[config.mk]
export PLATFORM = sky130hd
export DESIGN_NAME = riscv_mmio_console
export DESIGN_NICKNAME = d
export VERILOG_FILES = /design/src/rtl/riscv_mmio_console.sv
export SDC_FILE = /design/constraint.sdc
export NUM_CORES = 1
export LEC_CHECK = 0
export CORE_MARGIN = 2
export CORE_UTILIZATION = 25
export CTS_CLUSTER_DIAMETER = 50
export CTS_CLUSTER_SIZE = 28
export DETAILED_ROUTE_END_ITERATION = 10
export SETUP_SLACK_MARGIN = 0.02
export SKIP_CTS_REPAIR_TIMING = 1
export SYNTH_ARGS = -nofsm -noshare
export SYNTH_HDL_FRONTEND = slang
export SYNTH_SLANG_ARGS = --single-unit
export TNS_END_PERCENT = 10
[constraint.sdc]
create_clock -name clk_i -period 10.1 [get_ports clk_i]
set_input_delay 1.01 -clock clk_i [delete_from_list [all_inputs] [get_ports clk_i]]
set_output_delay 1.01 -clock clk_i [all_outputs]
set_load 0.01 [all_outputs]
[src/rtl/riscv_mmio_console.sv]
// riscv_mmio_console
//   Memory-mapped console / test-status peripheral on the core data bus.
//   Firmware pushes bytes into a TX FIFO. A UART 8N1 transmitter drains the
//   FIFO. A TOHOST register raises done/pass flags that tell a bench when to
//   stop and whether the run passed.
//
// Ports
//   clk_i, reset_i     clock, asynchronous active-high reset
//   daddr_i, dwdata_i  data-bus byte address and write data
//   dsize_i            access size (not used by this block)
//   drd_i, dwr_i       single-cycle read / write strobes
//   drdata_o, sel_o    registered read data, and its qualifier one cycle later
//   txd_o              UART serial output, idle high
//   done_o, pass_o     sticky completion flag and the pass verdict
//   tohost_o           last value written to TOHOST
//
// Register window (16 bytes at BASE_ADDR, selected by daddr_i[3:2])
//   0x0 TXDATA   W: push byte.  R: 0
//   0x4 STATUS   R: {16'b0, count[7:0], 4'b0, overflow, busy, full, empty}
//                W: bit3=1 clears overflow
//   0x8 TOHOST   R/W 32-bit
//   0xC BAUD_DIV R/W [15:0]. A written 0 is stored as 1.
//
// Bus handshake: a strobe is a single-cycle request with no backpressure.
// A read with drd_i high at edge N produces sel_o=1 and drdata_o valid
// during the cycle after edge N. Writes take effect at the strobe edge.
module riscv_mmio_console #(
  parameter logic [31:0] BASE_ADDR  = 32'h8000_0000,
  parameter int          FIFO_DEPTH = 16,
  parameter logic [15:0] DIV_RESET  = 16'd4
) (
  input  logic        clk_i,
  input  logic        reset_i,
  input  logic [31:0] daddr_i,
  input  logic [31:0] dwdata_i,
  input  logic [1:0]  dsize_i,
  input  logic        drd_i,
  input  logic        dwr_i,
  output logic [31:0] drdata_o,
  output logic        sel_o,
  output logic        txd_o,
  output logic        done_o,
  output logic        pass_o,
  output logic [31:0] tohost_o
);

  localparam int AW = $clog2(FIFO_DEPTH);
  localparam int CW = AW + 1;

  typedef enum logic [1:0] {
    S_IDLE  = 2'd0,
    S_START = 2'd1,
    S_DATA  = 2'd2,
    S_STOP  = 2'd3
  } state_e;

  // ---------------------------------------------------------------- decode
  logic       hit;
  logic [1:0] reg_sel;
  logic       rd_hit;
  logic       wr_txdata, wr_status, wr_tohost, wr_baud;

  assign hit       = (daddr_i[31:4] == BASE_ADDR[31:4]);
  assign reg_sel   = daddr_i[3:2];
  assign rd_hit    = drd_i && hit;
  assign wr_txdata = dwr_i && hit && (reg_sel == 2'd0);
  assign wr_status = dwr_i && hit && (reg_sel == 2'd1);
  assign wr_tohost = dwr_i && hit && (reg_sel == 2'd2);
  assign wr_baud   = dwr_i && hit && (reg_sel == 2'd3);

  // Size and byte offset play no role in this block's decode.
  logic unused_bits;
  assign unused_bits = ^{dsize_i, daddr_i[1:0]};

  // ------------------------------------------------------------- registers
  logic [AW-1:0] wr_ptr_q, wr_ptr_d;
  logic [AW-1:0] rd_ptr_q, rd_ptr_d;
  logic [CW-1:0] count_q, count_d;
  logic [7:0]    fifo_q [FIFO_DEPTH];
  logic          ovf_q;
  logic [31:0]   tohost_q;
  logic          done_q, pass_q;
  logic [15:0]   baud_q;
  logic [31:0]   rdata_q;
  logic          sel_q;

  state_e        state_q;
  logic [7:0]    shift_q;
  logic [15:0]   div_q;     // BAUD_DIV captured at pop, constant for the frame
  logic [15:0]   cnt_q;     // cycles left in the current bit, minus one
  logic [2:0]    bit_q;
  logic          txd_q;

  // ------------------------------------------------------------------ FIFO
  logic full, empty, busy;
  logic pop, push_ok;

  assign full  = (count_q == CW'(FIFO_DEPTH));
  assign empty = (count_q == '0);
  assign busy  = (state_q != S_IDLE);
  assign pop   = (state_q == S_IDLE) && !empty;
  // A pop in the same cycle frees a slot, so a push while full is accepted.
  assign push_ok = wr_txdata && (!full || pop);

  always_comb begin
    wr_ptr_d = push_ok ? wr_ptr_q + AW'(1) : wr_ptr_q;
    rd_ptr_d = pop     ? rd_ptr_q + AW'(1) : rd_ptr_q;
    count_d  = count_q;
    if (push_ok && !pop)      count_d = count_q + CW'(1);
    else if (!push_ok && pop) count_d = count_q - CW'(1);
  end

  always_ff @(posedge clk_i) begin
    if (push_ok) fifo_q[wr_ptr_q] <= dwdata_i[7:0];
  end

  // ------------------------------------------------------------- read mux
  logic [31:0] rd_val;
  always_comb begin
    rd_val = '0;
    case (reg_sel)
      2'd0: rd_val = '0;
      2'd1: rd_val = {16'b0, 8'(count_q), 4'b0, ovf_q, busy, full, empty};
      2'd2: rd_val = tohost_q;
      2'd3: rd_val = {16'b0, baud_q};
      default: rd_val = '0;
    endcase
  end

  // -------------------------------------------------------- register file
  always_ff @(posedge clk_i or posedge reset_i) begin
    if (reset_i) begin
      wr_ptr_q <= '0;
      rd_ptr_q <= '0;
      count_q  <= '0;
      ovf_q    <= 1'b0;
      tohost_q <= '0;
      done_q   <= 1'b0;
      pass_q   <= 1'b0;
      baud_q   <= DIV_RESET;
      rdata_q  <= '0;
      sel_q    <= 1'b0;
    end else begin
      wr_ptr_q <= wr_ptr_d;
      rd_ptr_q <= rd_ptr_d;
      count_q  <= count_d;
      if (wr_txdata && full && !pop) ovf_q <= 1'b1;
      else if (wr_status && dwdata_i[3]) ovf_q <= 1'b0;
      if (wr_tohost) begin
        tohost_q <= dwdata_i;
        done_q   <= 1'b1;
        pass_q   <= (dwdata_i == 32'd1);
      end
      if (wr_baud) baud_q <= (dwdata_i[15:0] == 16'd0) ? 16'd1 : dwdata_i[15:0];
      // rd_val reflects pre-write state, so a simultaneous write is not seen.
      sel_q   <= rd_hit;
      rdata_q <= rd_hit ? rd_val : '0;
    end
  end

  // -------------------------------------------------------------- UART FSM
  // txd_q is a registered copy of the line level implied by the current
  // state, so the serial output lags the FSM by one cycle uniformly.
  always_ff @(posedge clk_i or posedge reset_i) begin
    if (reset_i) begin
      state_q <= S_IDLE;
      shift_q <= '0;
      div_q   <= 16'd1;
      cnt_q   <= '0;
      bit_q   <= '0;
      txd_q   <= 1'b1;
    end else begin
      case (state_q)
        S_START: txd_q <= 1'b0;
        S_DATA:  txd_q <= shift_q[0];
        default: txd_q <= 1'b1;
      endcase

      case (state_q)
        S_IDLE: begin
          if (!empty) begin
            shift_q <= fifo_q[rd_ptr_q];
            div_q   <= baud_q;
            cnt_q   <= baud_q - 16'd1;
            state_q <= S_START;
          end
        end
        S_START: begin
          if (cnt_q == 16'd0) begin
            cnt_q   <= div_q - 16'd1;
            bit_q   <= 3'd0;
            state_q <= S_DATA;
          end else begin
            cnt_q <= cnt_q - 16'd1;
          end
        end
        S_DATA: begin
          if (cnt_q == 16'd0) begin
            cnt_q   <= div_q - 16'd1;
            shift_q <= {1'b0, shift_q[7:1]};
            if (bit_q == 3'd7) state_q <= S_STOP;
            else               bit_q   <= bit_q + 3'd1;
          end else begin
            cnt_q <= cnt_q - 16'd1;
          end
        end
        S_STOP: begin
          if (cnt_q == 16'd0) state_q <= S_IDLE;
          else                cnt_q   <= cnt_q - 16'd1;
        end
        default: state_q <= S_IDLE;
      endcase
    end
  end

  assign drdata_o = rdata_q;
  assign sel_o    = sel_q;
  assign txd_o    = txd_q;
  assign done_o   = done_q;
  assign pass_o   = pass_q;
  assign tohost_o = tohost_q;

endmodule
* Word level (Yosys, flattened, before mapping)
Memories as Yosys holds them, arrays and structs flattened. Cells that the tools add are included.
Word-level totals: register bits after elaboration 143, memory bits (writable) 128, bits of input ports 70, logic and storage cells 104, memories kept 1
Memory list:
- fifo_q | depth 16, width 8, read ports 1, clocked after Yosys merged registers in 0, wr ports 1, line 79 | logic [7:0] fifo_q [FIFO_DEPTH];
Operators by class: add/sub/neg operators 8, eq/ne operators 17, mux-type cells 27, bitwise gates (word level) 1, reduce and logical (&&, ||, !) cells 34
Operators by type and width (number):
- case mux 32 bit (4 select lines) | 1
- two-way mux 16 bit | 4
- case mux 16 bit (3 select lines) | 1
- subtractor 16 x 1 -> 16 bit (second input constant) | 3
- equality test 32 x 1 -> 1 bit (second input constant) | 1
- logical NOT 16 bit | 2
- two-way mux 32 bit | 1
- equality test 28 bit (second input constant) | 1
- two-way mux 8 bit | 2
- case mux 8 bit (2 select lines) | 1
- inequality test 2 bit (second input constant) | 7
- logical AND 1 bit | 13
- two-way mux 2 bit | 5
- two-way mux 5 bit | 2
- nonzero test 2 bit | 5
- two-way mux 3 bit | 3
- adder 4 x 1 -> 4 bit (second input constant) | 2
- equality test 2 bit (second input constant) | 4
- case mux 2 bit (4 select lines) | 1
- case mux 3 bit (2 select lines) | 1
- adder 5 x 1 -> 5 bit (second input constant) | 1
- equality test 5 bit (second input constant) | 1
- logical NOT 5 bit | 1
- AND reduction 5 bit | 1
- other kinds (14) | 23

* Depth between registers and ports, before layout
word-level depth 9, mapped depth 12, mapped depth without buffers 12

* Worst setup path after synthesis
OpenSTA, ideal clock, no wires.
path kind input -> register, from in daddr_i[13], to reg count_q[4], library setup time 0.126 ns, arrival time 3.554 ns, setup slack 6.420 ns, stages on the path 12, buffers on the path 0, cell sequence nor4b_1 nand4_1 nor2_1 nor4b_2 ha_1 inv_1 fa_1 a21o_1 a21oi_1 xnor2_1 nor2_1 xor2_1
Between the ends: longest elaborated chain between the ends 7, elaborated cells between the ends (all ways) 9, those cells by class 1 x eq/ne; 1 x mux; 7 x reduce/logical
Ends and longest elaborated chain:
- start: declaration | line 34 | input logic [31:0] daddr_i,
- equality test 28 bit (*) | line 63 | assign hit = (daddr_i[31:4] == BASE_ADDR[31:4]);
- logical AND 1 bit (*) (2 in series) | line 66 | assign wr_txdata = dwr_i && hit && (reg_sel == 2'd0);
- logical AND 1 bit (*) | line 103 | assign push_ok = wr_txdata && (!full || pop);
- net push_ok | line 96 | logic pop, push_ok;
- logical NOT 1 bit | line 110 | else if (!push_ok && pop) count_d = count_q - CW'(1);
- logical AND 1 bit | line 110
- nonzero test 2 bit (no source line)
- end signal: assignment | line 146 | count_q <= count_d;
- end: declaration | line 78 | logic [CW-1:0] count_q, count_d;
Mark *: on every way through the listed nets, which the timed path passes. The rest lies on a longest branch. A chain may end at the register's enable or synchronous reset.

* Worst setup path in the final report
from in daddr_i[20], to reg count_q[4]
The elaborated chain is that of the path after synthesis.

==> results.txt <==
status = finished, final reports clean
vias in the first global route = 8077
largest net degree at the start of global routing = 78
slowest cell delay on critical path = 0.85 ns
Max Slew Vio Count = 0
first-pass GRT wire length = 46500 µm
Achievable Freq = 241 MHz
switching power share of the total = 0.249
Slew @ Worst Pin = 1.19 ns
die area = 50300 µm²
routed vias/inst = 4.66
CP Max Fanout = 10
final wirelength = 29300 µm
top cell type's share of synthesized area = 0.317
routed metal-1 wire length = 12400 µm
TritonCTS clock tree = built
gr usage total = 0.116
post-synth net total = 999
final antenna-violating net count = 0
Worst path slowest cell = nor4b_2
port buffer count = 133
Distinct cells, synth = 67
crit path cell chain = clkdlybuf4s50_1, nor4_1, nand3_1, nor2_1, nor4b_2, ha_1, inv_1, fa_1, a21o_1, a21oi_1, xnor2_1, nor2_1, xor2_1
worst vdd ir = 0.102 mV
io pins = 138
DR WL met2 = 14800 µm
Max Cap Violations = 0
clock latency on the worst-skew pair = 0.55 ns
ys async rst share = 0.528
CTS clock-pin slew for the worst setup and hold paths = 0.08 ns
H-tree Lvls = 1
Nets = 1132
dominant synthesized flop cell = dfrtp_1
Switch Pwr = 0.000616 W
Post-synth EDFFs = 128
Detailed Place HPWL = 20400 µm
RSZ-0062 raised after global routing = false
fillers = 4709
pwr dens = 164 nW/µm²
part of the power in the clock network = 0.412
Storage cell area = 7430 µm²
die width = 224 µm
Worst Path Arrival = 4.58 ns
initial antenna violation count = 0
P_int = 0.00186 W
HP Class = reg2reg
share of cells above drive strength 1 = 0.160
Congestion Overflow GR = 0
CP dominant cell by count = nor2_1
GP Congestion = 0.810
core area = 47700 µm²
Syn Area/Cell = 13.3 µm²
cells after synthesis = 908
critical path's top delay family = simple AND/OR/NAND/NOR gates
P&R area growth vs syn = 24.3%
post-layout min period = 4.15 ns
worst hold slack = 0.477 ns
multi-input logic area = 4430 µm²
Commonest cells post-synth = dfrtp_1, edfxtp_1, nand2_1, mux2_2, nor2_1
Reg power frac = 0.483
Clock Tree Buf Depth = 3
Root Driver = clkbuf_16
wire per inst = 17.5 µm
clk_skew = 0.0161 ns
startpoint types = input pin
combinational power share = 0.105
met3 wire length = 1800 µm
yosys warns = 0
Placed Area = 14200 µm²
final setup fails = 0
Worst Setup End Kind = flop
register area share after synthesis = 0.613
clock sinks = 271
WP buf/inv = 2
Synth area leader = edfxtp_1
initial core utilization = 0.254
Tcrit/Tclk final = 0.411
max_slew headroom = 0.199
std cell rows = 80
Required @ worst endpoint = 10.53 ns
DRC = 0
fin area = 15100 µm²
setup TNS = 0 ns
area of the mapped netlist = 12100 µm²
Fin. Hold Viols = 0
largest cells by area after synthesis = edfxtp_1, dfrtp_1, mux4_2, mux2_2, nand2_1
ANT cells = 0
drt first pass iters = 7
Lkg Pwr = 5.98 nW
via count = 7817
#FFs+latches synth = 271
DR iter-0 viols = 506
chip height = 224 µm
worst setup path class = in2reg
top routing layer used = met4
most frequent cell after synthesis = dfrtp_1
cts bufs inserted = 26
-- sequential cells by signal, summed over array words and instances, names as in the netlist, 2 cells and up --
signal,cells
fifo_q,128
drdata_o,32
tohost_o,32
baud_q,16
cnt_q,16
div_q,16
shift_q,8
count_q,5
rd_ptr_q,4
wr_ptr_q,4
bit_q,3
state_q,2
-- worst reg2reg max path: cells and delay by family (launching register included) --
kind            cells  cell delay, ns
flops               1            0.42
xor+xnor            2            0.28
buf+inv             2            0.23
compound gates      2            0.33
fa+ha+maj           3            1.05
simple gates        3            1.07
-- worst paths after layout --
| check | slack (ns) | end | from | cells past startpoint |
|---|---|---|---|---|
| worst min register to register | 0.48 | done_o$_DFFE_PP0P_ | done_o$_DFFE_PP0P_ | 1 |
| worst max register to register | 6.62 | count_q[4]$_DFFE_PP0P_ | state_q[0]$_DFFE_PP0P_ | 12 |
| worst min-delay path | 0.48 | done_o$_DFFE_PP0P_ | done_o$_DFFE_PP0P_ | 1 |
| max in group asynchronous | 7.75 | shift_q[5]$_DFFE_PP0P_ | reset_i | 3 |
| worst max-delay path | 5.95 | count_q[4]$_DFFE_PP0P_ | daddr_i[20] | 13 |
| min in group asynchronous | 0.96 | drdata_o[19]$_DFF_PP0_ | reset_i | 2 |
-- placed cells by master (no fill, tap or decap), types with 23 or more instances in the layout --
cell and n:
edfxtp_1 128, xnor2_1 25, dfrtp_1 138, clkdlybuf4s50_1 133
and2_1 30, mux2_2 59, nor2_1 55, xor2_1 23
mux4_2 33, inv_1 23, nand2_1 93, clkbuf_16 27
a21oi_1 38
-- layer usage --
| layer | vias to the layer above | GRT usage |
|---|---|---|
| li1 | 3634 | - |
| met2 | 211 | 0.206 |
| met4 | 0 | 0.0209 |
| met3 | 27 | 0.0241 |
| met1 | 3945 | 0.148 |
| met5 | - | 0 |
-- final cells by class --
type,instances,area share
timing repair buffer,146,0.0949
multi-input combinational,571,0.294
inverter,25,0.00656
sequential,271,0.493
clock inverter,21,0.0155
clock buffer,27,0.0449
tap,615,0.0511
-- power groups by stage --
| stage | clock network (W) | logic [W] | registers (W) |
|---|---|---|---|
| 2_1_floorplan | 0 | 0.000183 | 0.00121 |
| 3_3_place_gp | 0 | 0.000262 | 0.00122 |
| 3_5_place_dp | 0 | 0.000265 | 0.00122 |
| 4_1_cts | 0.00104 | 0.000265 | 0.00120 |
| 5_1_grt | 0.00108 | 0.000285 | 0.00120 |
| 6_report | 0.00102 | 0.000259 | 0.00119 |
-- stage by stage --
step | utilization | total power, W | setup slack, ns | std cells
after floorplan | - | 0.00140 | 5.26 | 908
after global placement | 0.296 | 0.00148 | 5.31 | 1628
after detailed placement | 0.296 | 0.00148 | 5.30 | 1628
after CTS | 0.315 | 0.00250 | 5.85 | 1676
after global routing | 0.315 | 0.00257 | 5.54 | 1676
final | 0.315 | 0.00247 | 5.95 | 1676
-- cells by family after synthesis --
| family | count (synthesis) | share of synthesized area |
|---|---|---|
| muxes | 104 | 0.126 |
| AOI/OAI and AO/OA | 124 | 0.0675 |
| DFF | 271 | 0.613 |
| adders and majority gates | 21 | 0.0223 |
| xor gates and xnor gates | 48 | 0.0347 |
| buffers and inverters | 66 | 0.0219 |
| and+or+nand+nor | 274 | 0.115 |
No activity file was read; power rests on OpenSTA's default activity.
